<file path="src/rtl/ddio_tx_pkg.sv">
// Shared constants for the DDIO_OUT transmit scheduler: symbol geometry,
// state codes and the default idle (fill) symbol.
package ddio_tx_pkg;

  localparam int SYM_W  = 10;
  localparam int PHASES = 5;

  localparam logic [SYM_W-1:0] IDLE_SYM_DEF = 10'b1101010100;

  typedef logic [1:0] tx_state_t;

  localparam tx_state_t ST_IDLE   = 2'd0;
  localparam tx_state_t ST_WARMUP = 2'd1;
  localparam tx_state_t ST_RUN    = 2'd2;
  localparam tx_state_t ST_DRAIN  = 2'd3;

endpackage

</file>
<file path="src/rtl/ddio_lane_ser.sv">
// One DDIO lane: holds a 10-bit symbol and emits it LSB pair first,
// one (h = even bit, l = odd bit) pair per enabled clock.
module ddio_lane_ser
  import ddio_tx_pkg::*;
(
  input  logic             clk,
  input  logic             aclr,
  input  logic             clk_en,
  input  logic             load,
  input  logic [SYM_W-1:0] sym,
  output logic             dout_h,
  output logic             dout_l
);

  logic [SYM_W-1:0] sh;

  // The pair at sh[1:0] is registered out on the same edge that shifts
  // or reloads, so output lags the phase counter by one cycle.
  always_ff @(posedge clk or negedge aclr) begin
    if (!aclr) begin
      sh     <= '0;
      dout_h <= 1'b0;
      dout_l <= 1'b0;
    end else begin
      if (load) begin
        sh <= sym;
      end else if (clk_en) begin
        sh <= sh >> 2;
      end
      if (clk_en) begin
        dout_h <= sh[0];
        dout_l <= sh[1];
      end
    end
  end

endmodule

</file>
<file path="src/rtl/ddio_tx_scheduler.sv">
// HDMI DDIO_OUT transmit scheduler: warm-up, one-deep group buffer with skid,
// 5-phase symbol serialization on all lanes, idle fill and drain.
module ddio_tx_scheduler
  import ddio_tx_pkg::*;
#(
  parameter int               NUM_LANES  = 8,
  parameter logic [SYM_W-1:0] IDLE_SYM   = IDLE_SYM_DEF,
  parameter int               WARMUP_CYC = 4
) (
  input  logic                       clk,
  input  logic                       aclr,
  input  logic                       en,
  input  logic [NUM_LANES*SYM_W-1:0] s_data,
  input  logic                       s_valid,
  output logic                       s_ready,
  output logic [NUM_LANES-1:0]       ddio_datain_h,
  output logic [NUM_LANES-1:0]       ddio_datain_l,
  output logic                       ddio_clk_en,
  output logic                       ddio_oe,
  output logic                       ddio_sclr,
  output logic                       underrun,
  output logic                       busy,
  output logic [1:0]                 state_dbg
);

  localparam int DW = NUM_LANES * SYM_W;

  // s_valid/s_ready: a group transfers on any clk edge where both are high;
  // s_data must stay stable while s_valid is high and s_ready is low.
  tx_state_t       state;
  logic [2:0]      phase;
  logic [7:0]      wcnt;
  logic            full;
  logic [DW-1:0]   hold;
  logic [DW-1:0]   next_grp;
  logic            active;
  logic            last_ph;
  logic            load_next;
  logic            accept;
  logic            start;
  logic            sh_load;
  logic            und_nx;

  assign active  = (state != ST_IDLE);
  assign last_ph = (phase == 3'(PHASES - 1));
  assign start   = (state == ST_IDLE) && en;

  // Real data is only taken into the lanes from the last warm-up symbol
  // onwards; earlier warm-up boundaries keep sending idle and leave the
  // held group in place so nothing is sent while oe is still low.
  assign load_next = last_ph &&
                     ((state == ST_RUN) || ((state == ST_WARMUP) && (wcnt == 8'd0)));
  assign s_ready   = ((state == ST_WARMUP) || (state == ST_RUN)) && (!full || load_next);
  assign accept    = s_valid && s_ready;
  assign sh_load   = start || (active && last_ph);
  assign und_nx    = (state == ST_RUN) && last_ph && !full && !accept;

  // An empty holding reg lets a group arriving on the load edge go straight
  // into the lanes, giving single-cycle latency.
  always_comb begin
    next_grp = {NUM_LANES{IDLE_SYM}};
    if (load_next && full) begin
      next_grp = hold;
    end else if (load_next && accept) begin
      next_grp = s_data;
    end
  end

  always_ff @(posedge clk or negedge aclr) begin
    if (!aclr) begin
      state    <= ST_IDLE;
      phase    <= 3'd0;
      wcnt     <= 8'd0;
      full     <= 1'b0;
      hold     <= '0;
      underrun <= 1'b0;
    end else begin
      underrun <= und_nx;
      phase    <= (active && !last_ph) ? phase + 3'd1 : 3'd0;

      case (state)
        ST_IDLE: begin
          if (en) begin
            state <= ST_WARMUP;
            wcnt  <= 8'(WARMUP_CYC - 1);
          end
        end
        ST_WARMUP: begin
          if (last_ph) begin
            if (wcnt == 8'd0) begin
              state <= en ? ST_RUN : ST_DRAIN;
            end else begin
              wcnt <= wcnt - 8'd1;
            end
          end
        end
        ST_RUN: begin
          if (!en) begin
            state <= ST_DRAIN;
          end
        end
        default: begin
          if (last_ph) begin
            state <= ST_IDLE;
          end
        end
      endcase

      if (state == ST_DRAIN) begin
        full <= 1'b0;
      end else if (accept && !(load_next && !full)) begin
        hold <= s_data;
        full <= 1'b1;
      end else if (load_next) begin
        full <= 1'b0;
      end
    end
  end

  for (genvar k = 0; k < NUM_LANES; k++) begin : g_lane
    ddio_lane_ser u_ser (
      .clk    (clk),
      .aclr   (aclr),
      .clk_en (active),
      .load   (sh_load),
      .sym    (next_grp[k*SYM_W +: SYM_W]),
      .dout_h (ddio_datain_h[k]),
      .dout_l (ddio_datain_l[k])
    );
  end

  assign ddio_clk_en = active;
  assign ddio_oe     = (state == ST_RUN) || (state == ST_DRAIN);
  assign ddio_sclr   = (state == ST_IDLE) || (state == ST_WARMUP);
  assign busy        = active;
  assign state_dbg   = state;

endmodule
</file>
<file path="config.mk">
export PLATFORM = sky130hd
export DESIGN_NAME = ddio_tx_scheduler
export DESIGN_NICKNAME = d
export VERILOG_FILES = /design/src/rtl/ddio_tx_pkg.sv /design/src/rtl/ddio_lane_ser.sv /design/src/rtl/ddio_tx_scheduler.sv
export SDC_FILE = /design/constraint.sdc
export NUM_CORES = 1
export LEC_CHECK = 0
export ABC_AREA = 0
export CORE_ASPECT_RATIO = 1.2
export CORE_MARGIN = 3
export CORE_UTILIZATION = 55
export CTS_CLUSTER_DIAMETER = 120
export DETAILED_ROUTE_END_ITERATION = 8
export PLACE_DENSITY = 0.79
export REMOVE_ABC_BUFFERS = 1
export SYNTH_ARGS = -nofsm -noshare
export SYNTH_HDL_FRONTEND = slang
export SYNTH_HIERARCHICAL = 1
export SYNTH_SLANG_ARGS = --single-unit
export TNS_END_PERCENT = 10
</file>
<file path="constraint.sdc">
create_clock -name clk -period 4.37 [get_ports clk]
set_clock_uncertainty 0.15 [all_clocks]
set_input_delay 0.6555 -clock clk [delete_from_list [all_inputs] [get_ports clk]]
set_output_delay 0.6555 -clock clk [all_outputs]
set_load 0.05 [all_outputs]
</file>
==> flow_summary_export.csv, run 1 <==
group,metric,value,unit
critical_path,r2r_start,"state_dbg[1]",
clock_network,hold_buffers,0,
clock_network,ctsRootBufferMaster,"clkbuf_16",
critical_path,path_max_fanout,10,
finish,instances_no_fill,1047,
floorplanning,dieArea,17900,um^2
placement,dpl_cell_area,10000,um^2
timing,rsz0062_at_grt,"no",
finish,final_util,67.6,%
timing,max_freq,0.271,GHz
floorplanning,die_y,146,um
floorplanning,initial_utilization,56.8,%
detailed_routing,drtIter0Drc,364,
logic_synthesis,synth-warning-count,6,
timing,slew_viol_final,0,
clock_network,cts_setup_buffers,0,
critical_path,crit_start,"state_dbg[1]",
pwr,report.power.total,7.62,mW
logic_synthesis,synthFlopType,"dfrtp_1",
detailed_routing,drc,0,
timing,finalHoldViolations,0,
placement,pre_cts_ws,1.12,ns
timing,setup_viol,0,
critical_path,critPathArrivalTime,2.89,ns
timing,tightest_slew,1.11,ns
floorplanning,num_rows,50,
logic_synthesis,synth-edff-count,0,
floorplanning,io_pins,108,
hold_path,hp-class,"input port to async pin",
logic_synthesis,ys_types,41,
timing,fin_crit,3.69,ns
global_route,grt_max_degree,89,
clock_network,htreeDepth,4,
critical_path,worstSetupEndpointType,"output pin",
clock_network,clkSinkCount,191,
detailed_routing,drtAntennaViolNets,0,
logic_synthesis,syn_avg_cell_area,12.1,um^2
finish,area_delta_synth_final,19.1,%
clock_network,tritoncts,"yes",
detailed_routing,routed_wl,18.6,mm
placement,hpwl,11.7,mm
finish,nets,919,
logic_synthesis,seq_area_frac_synth,53.2,%
detailed_routing,dr.pass1.iters,4,
critical_path,crit_type,"flip-flop to output pin",
finish,fin_area,10700,um^2
global_route,grt_pass1_wl,31.2,mm
critical_path,reg2reg_setup_slack,1.16,ns
critical_path,rr_worst_depth,8,
finish,antenna_cells,0,
critical_path,rr_endpoint,"g_lane[2].u_ser/sh[9]",
global_route,grt_pass1_vias,6379,
detailed_routing,wl_per_cell,17.8,um
logic_synthesis,synth_seq_cells,191,
pwr,vdd_drop_max,0.391,mV
logic_synthesis,async_flop_share,100,%
timing,fin_crit_sh,84.5,%
timing,fin_ws,0.678,ns
clock_network,cts_buffers,17,
global_route,grt_overflow_total,0,
job,drv_cap,0,
global_route,antenna_found_initial,0,
placement,io_buffers,107,
finish,final_common_cell,"dfrtp_1",
detailed_routing,via_per_inst,5.75,
pwr,power_density,712,nW/um^2
clock_network,clock_latency,0.43,ns
status,outcome,"complete, no violations",
critical_path,start_kind,"flip-flop",
placement,gp_congestion,0.789,
finish,final_cell_mix,"dfrtp_1 (191), clkdlybuf4s50_1 (106), mux2_2 (86), nand2_1 (79), mux2i_1 (65)",
finish,layout-drive-gt1-share,16.9,%
timing,slew_headroom,25.9,%
clock_network,cts.repair.resized,0,
critical_path,required,3.56,ns
clock_network,path_clk_slew,0.06,ns
logic_synthesis,synth_cells,744,
detailed_routing,dr_total_vias,6023,
placement,dp_cells,1015,
global_route,grt_usage,21.9,%
floorplanning,die_w,123,um
floorplanning,core_area,15800,um^2
clock_network,cts_buffer_depth,2,
pwr,p_leak,4.78,nW
logic_synthesis,syn_area,8980,um^2
==> state kept, by name, summed over array words and instances, names as in the netlist <==
name and cells:
full 1, g_lane.u_ser/dout_l 8, underrun 1, phase 3, g_lane.u_ser/dout_h 8, hold 80, g_lane.u_ser/sh 80, state_dbg 2
wcnt 8
==> synth_stat cells (8+ instances only) <==
| library cell | instances | area (um^2) |
|---|---|---|
| a22o_1 | 48 | 420 |
| buf_4 | 25 | 188 |
| buf_6 | 12 | 135 |
| clkbuf_1 | 10 | 37.5 |
| dfrtp_1 | 191 | 4780 |
| ha_1 | 9 | 113 |
| inv_1 | 8 | 30.0 |
| mux2_1 | 12 | 135 |
| mux2_2 | 86 | 968 |
| mux2i_1 | 65 | 651 |
| nand2_1 | 80 | 300 |
| nand2b_1 | 10 | 62.6 |
| nor2_1 | 23 | 86.3 |
| o21ai_0 | 11 | 55.1 |
| o21ai_1 | 64 | 320 |
| o22a_1 | 40 | 350 |
==> power by group <==
part,total (mW),internal (mW),leakage (nW),switching (mW)
Sequential,3.00,2.57,2.37,0.428
Combinational,2.93,1.36,2.08,1.57
Clock,1.69,1.05,0.326,0.639
Total,7.62,4.99,4.78,2.64
==> worst max path at each step <==
stage,end,slack [ns],cells past startpoint
floorplan,g_lane[0].u_ser/sh[9],-5.65,4
global placement,s_ready,1.22,7
detailed placement,s_ready,1.12,7
CTS,s_ready,0.66,7
global route,s_ready,0.53,7
finish,s_ready,0.68,7
==> critical path, cell delays in order (launching register included) <==
cell and delay, ns:
dfrtp_1 0.43, inv_1 0.10, ha_1 0.34, and4bb_2 0.31
a21oi_2 0.08, nand2b_4 0.19, a21boi_0 0.18, clkdlybuf4s50_1 0.82
==> kinds of logic (layout without fill, tap and decap cells) <==
group / after synthesis / after routing / share of synthesized area [%]
buffers and inverters: 62 / 157 / 4.72
xor gates and xnor gates: 6 / 6 / 0.585
muxes: 163 / 163 / 19.5
and+or+nand+nor: 139 / 139 / 7.03
DFF: 191 / 191 / 53.2
AOI/OAI and AO/OA: 173 / 173 / 13.6
adders and majority gates: 10 / 10 / 1.36
==> area by class of cell <==
| cell class | count | area [um^2] |
|---|---|---|
| inverter | 8 | 32.5 |
| multi-input combinational | 491 | 3810 |
| clock buffer | 23 | 508 |
| fill | 1159 | 5120 |
| timing repair buffer | 117 | 1160 |
| tap | 208 | 260 |
| clock inverter | 9 | 151 |
| sequential | 191 | 4780 |
==> per-stage QoR <==
stage / TNS [ns] / hold slack, ns
after CTS: 0 / 0.156
after floorplan: -463.61 / 0.210
final: 0 / 0.103
after global placement: 0 / 0.307
after global routing: 0 / 0.171
after detailed placement: 0 / 0.325
==> layer usage <==
metal  vias up  part of all wire [%]  global-route usage, %
li1       2843                     -                      -
met1      3008                    41                   27.1
met2       147                    53                   37.5
met3        25                   4.5                   4.94
met4         0                   1.8                   7.51
met5         -                     0                      0
Power figures use the tool's default switching activity.
==> inputs of run 2 (changes only) <==
- CORE_UTILIZATION: 55 -> 51
- PLACE_DENSITY: 0.79 -> 0.77
- clock period: 4.37 -> 3.3 ns (I/O delays scaled with it)
==> flow_summary_export.csv, run 2 (same netlist as run 1, synthesis figures left out) <==
group,metric,value,unit
status,outcome,"complete, no violations",
critical_path,crit_type,"flip-flop to output pin",
placement,dp_cells,1029,
clock_network,cts_buffers,17,
floorplanning,io_pins,108,
global_route,gr-usage-met3,4.44,%
global_route,grt_overflow_total,0,
global_route,grt_usage,20.0,%
timing,fin_ws,0.215,ns
finish,layout-drive-gt1-share,17.6,%
clock_network,clock_latency,0.42,ns
critical_path,required,2.65,ns
global_route,gr-usage-met2,34.8,%
critical_path,path_max_fanout,10,
placement,hpwl,12.4,mm
timing,fin_crit_sh,93.5,%
timing,max_freq,0.324,GHz
floorplanning,die_w,127,um
finish,nets,926,
timing,fin_crit,3.09,ns
pwr,p_leak,4.81,nW
clock_network,htreeDepth,4,
critical_path,critPathArrivalTime,2.44,ns
finish,instances_no_fill,1062,
job,drv_cap,0,
detailed_routing,dr.pass1.iters,5,
clock_network,path_clk_slew,0.06,ns
floorplanning,num_rows,52,
timing,finalHoldViolations,0,
detailed_routing,wl_per_cell,17.5,um
floorplanning,die_y,151,um
clock_network,cts_buffer_depth,2,
global_route,grt_max_degree,84,
placement,pre_cts_ws,0.382,ns
clock_network,cts_setup_buffers,0,
detailed_routing,drtIter0Drc,349,
critical_path,reg2reg_setup_slack,0.38,ns
finish,area_delta_synth_final,20.1,%
global_route,grt_use_met1,24.7,%
global_route,grt_pass1_wl,30.8,mm
finish,antenna_cells,0,
timing,slew_headroom,47.5,%
pwr,power_density,932,nW/um^2
detailed_routing,routed_wl,18.6,mm
detailed_routing,drtAntennaViolNets,0,
timing,rsz0062_at_grt,"no",
floorplanning,initial_utilization,52.7,%
finish,top_regs,"g_lane.u_ser/sh: 80 flops, hold: 80 flops",
clock_network,ctsRootBufferMaster,"clkbuf_16",
finish,final_cell_mix,"dfrtp_1 (191), clkdlybuf4s50_1 (103), mux2_2 (86), nand2_1 (79), mux2i_1 (65)",
timing,slew_viol_final,0,
global_route,grt_pass1_vias,6271,
floorplanning,core_area,17000,um^2
finish,final_common_cell,"dfrtp_1",
placement,gp_congestion,0.843,
global_route,antenna_found_initial,0,
pwr,vdd_drop_max,0.421,mV
floorplanning,dieArea,19300,um^2
timing,tightest_slew,0.784,ns
detailed_routing,dr_total_vias,6003,
hold_path,hp-class,"flip-flop to flip-flop",
critical_path,start_kind,"flip-flop",
detailed_routing,drc,0,
placement,io_buffers,107,
clock_network,tritoncts,"yes",
critical_path,worstSetupEndpointType,"output pin",
timing,hold_slack,0.327,ns
global_route,busiest_layer,"met2",
timing,setup_viol,0,
clock_network,clkSinkCount,191,
detailed_routing,via_per_inst,5.65,
## run 2: per-layer routing
metal  wire (um)  vias to the layer above
met5           0                        -
met2        9630                      123
met1        7770                     3011
met3         848                       23
met4         320                        0
li1            -                     2846
## run 2: path summary, 6_finish.rpt
| kind | start | end | cells after the start |
|---|---|---|---|
| max | state_dbg[1] | s_ready | 7 |
| min | phase[0] | phase[0] | 1 |
| max reg2reg | state_dbg[1] | g_lane[4].u_ser/sh[9] | 9 |
| min reg2reg | phase[0] | phase[0] | 1 |
| max in group asynchronous | aclr | g_lane[5].u_ser/sh[4] | 3 |
| min in group asynchronous | aclr | hold[53] | 2 |
## run 2: timing repair
action,4_1_cts,5_1_grt
gates resized for setup,0,0
hold endpoints to repair,33,0
hold buffers,1,0
## run 2: critical path, stage by stage (launching register included)
cell	delay [ns]
dfrtp_1	0.44
inv_1	0.10
ha_1	0.31
and4bb_2	0.30
a21oi_2	0.08
nand2b_4	0.19
a21boi_0	0.33
buf_4	0.27
## run 2: layout make-up
cell class                      count  area [um^2]
Clock buffer                       20          447
Clock inverter                     12          156
Tap cell                          216          270
Fill cell                        1323         6250
Multi-Input combinational cell    491         3810
Sequential cell                   191         4780
Timing Repair Buffer              124         1300
Inverter                            8         32.5
## run 2: metrics by stage
step | instance area, um^2 | utilization (%) | power (mW) | setup TNS, ns
after floorplan | 8590 | - | 6.99 | -654.86
after global placement | 10200 | 59.7 | 7.77 | 0
after detailed placement | 10200 | 59.7 | 8.03 | 0
after CTS | 10800 | 63.3 | 10.1 | 0
after global routing | 10800 | 63.3 | 10.7 | 0
final | 10800 | 63.3 | 10.1 | 0
## run 2: report_power, final
part / leakage, nW / switching [mW] / internal [mW]
clock: 0.295 / 0.878 / 1.22
sequential: 2.37 / 0.578 / 3.41
combinational: 2.15 / 2.09 / 1.88
total: 4.81 / 3.55 / 6.51
==> inputs of run 3 (changes only) <==
- HOLD_SLACK_MARGIN: not set -> 0.06
- REMOVE_ABC_BUFFERS: 1 -> not set
==> flow_summary_export.csv, run 3 (same netlist as run 1, synthesis figures left out) <==
group,metric,value,unit
finish,antenna_cells,0,
finish,layout-drive-gt1-share,17.8,%
critical_path,critPathArrivalTime,2.42,ns
finish,nets,929,
pwr,p_comb_share,38.9,%
timing,max_freq,0.327,GHz
placement,hpwl,12.4,mm
clock_network,clock_latency,0.43,ns
hold_path,hp-class,"flip-flop to flip-flop",
clock_network,cts_buffer_depth,2,
global_route,grt_usage,20.8,%
pwr,seqPwrFrac,39.3,%
floorplanning,io_pins,108,
pwr,p_switching,3.54,mW
clock_network,cts.repair.resized,0,
clock_network,clkSinkCount,191,
critical_path,path_delay_family,"buffers and inverters",
detailed_routing,drtIter0Drc,360,
pwr,switching_share,34.9,%
floorplanning,dieArea,19300,um^2
critical_path,crit_chain,"inv_1, ha_1, or2_2, clkdlybuf4s50_1",
pwr,p_leak,4.82,nW
timing,fin_crit,3.06,ns
finish,final_util,63.3,%
critical_path,crit_type,"flip-flop to output pin",
detailed_routing,dr_total_vias,6051,
finish,top_regs,"g_lane.u_ser/sh: 80 flops, hold: 80 flops",
clock_network,hold_buffers,1,
floorplanning,die_y,151,um
timing,finalHoldViolations,0,
detailed_routing,via_per_inst,5.69,
timing,slew_headroom,48.9,%
status,outcome,"complete, no violations",
timing,fin_crit_sh,92.7,%
clock_network,cts_setup_buffers,0,
critical_path,max_stage_delay,0.79,ns
detailed_routing,dr.pass1.iters,4,
critical_path,worstSetupEndpointType,"output pin",
global_route,grt_pass1_wl,31.8,mm
floorplanning,num_rows,52,
finish,area_delta_synth_final,20.2,%
pwr,power_density,940,nW/um^2
global_route,grt_overflow_total,0,
timing,rsz0062_at_grt,"no",
timing,hold_slack,0.343,ns
clock_network,path_clk_slew,0.07,ns
critical_path,critPathBufInv,2,
clock_network,ctsRootBufferMaster,"clkbuf_16",
timing,tightest_slew,0.761,ns
job,drv_cap,0,
clock_network,cts_buffers,17,
global_route,grt_max_degree,91,
critical_path,slowest_stage,"clkdlybuf4s50_1",
detailed_routing,wl_per_cell,18.1,um
floorplanning,core_area,17000,um^2
detailed_routing,routed_wl,19.3,mm
placement,pre_cts_ws,0.372,ns
detailed_routing,drtAntennaViolNets,0,
pwr,intPower,6.60,mW
logic_synthesis,syn_nets,837,
placement,dpl_cell_area,10200,um^2
clock_network,htreeDepth,4,
clock_network,tritoncts,"yes",
finish,final_common_cell,"dfrtp_1",
finish,num-fill-cells,1296,
global_route,grt_pass1_vias,6442,
placement,io_buffers,107,
critical_path,required,2.65,ns
placement,gp_congestion,0.806,
timing,slew_viol_final,0,
timing,fin_ws,0.240,ns
pwr,vdd_drop_max,1.03,mV
timing,setup_viol,0,
detailed_routing,drc,0,
floorplanning,initial_utilization,52.7,%
pwr,p_clk_share,21.8,%
global_route,antenna_found_initial,0,
finish,fin_area,10800,um^2
critical_path,start_kind,"flip-flop",
timing,tns,0,ns
finish,final_cell_mix,"dfrtp_1 (191), clkdlybuf4s50_1 (103), mux2_2 (86), nand2_1 (79), mux2i_1 (65)",
critical_path,path_max_fanout,9,
floorplanning,die_w,127,um
run 3: cell count changes in the layout (fill, tap and decap cells not counted), sizes merged:
| cell | before | now |
|---|---|---|
| clkbuf | 21 | 20 |
| inv | 11 | 8 |
| bufinv | 3 | 5 |
| buf | 19 | 22 |
run 3: metal layers:
| metal | vias to the layer above | routed length [um] | GRT usage [%] |
|---|---|---|---|
| met5 | - | 0 | 0 |
| met4 | 0 | 337 | 7.78 |
| met3 | 24 | 592 | 3.77 |
| met2 | 110 | 10100 | 36.3 |
| met1 | 3057 | 8250 | 25.7 |
| li1 | 2860 | - | - |
run 3: path summary, 6_finish.rpt:
path | startpoint | end | slack, ns | cells after the start
worst max-delay path | state_dbg[0] | ddio_sclr | 0.24 | 4
worst min-delay path | hold[48] | hold[48] | 0.34 | 1
worst max register to register | state_dbg[1] | g_lane[1].u_ser/sh[9] | 0.34 | 9
worst min register to register | hold[48] | hold[48] | 0.34 | 1
max in group asynchronous | aclr | g_lane[6].u_ser/sh[0] | 1.64 | 3
min in group asynchronous | aclr | hold[21] | 0.53 | 2
run 3: power by group through the flow:
stage	registers, mW	clock network, mW	logic (mW)
floorplan	4.15	0	2.86
global placement	3.94	0	3.80
detailed placement	4.01	0	3.96
CTS	3.99	2.26	3.99
global route	4.12	2.36	4.30
finish	3.98	2.21	3.95
run 3: final cells by class:
| cell class | count | area, um^2 | area share (%) |
|---|---|---|---|
| Clock buffer | 19 | 443 | 4.10 |
| Clock inverter | 11 | 190 | 1.76 |
| Inverter | 8 | 32.5 | 0.301 |
| Multi-Input combinational cell | 491 | 3810 | 35.3 |
| Sequential cell | 191 | 4780 | 44.3 |
| Tap cell | 216 | 270 | 2.50 |
| Timing Repair Buffer | 127 | 1270 | 11.8 |
run 3: worst register-to-register path, delay by kind of cell, from the launching register on:
| kind | cells | cell delay [ns] |
|---|---|---|
| compound gates | 3 | 0.60 |
| simple gates | 3 | 0.94 |
| buf+inv | 2 | 0.39 |
| flops | 1 | 0.44 |
| fa+ha+maj | 1 | 0.32 |
run 3: per-stage QoR:
stage | cells | total power [mW]
3_5_place_dp | 1032 | 7.97
6_report | 1063 | 10.1
4_1_cts | 1063 | 10.2
2_1_floorplan | 744 | 7.01
3_3_place_gp | 1032 | 7.74
5_1_grt | 1063 | 10.8
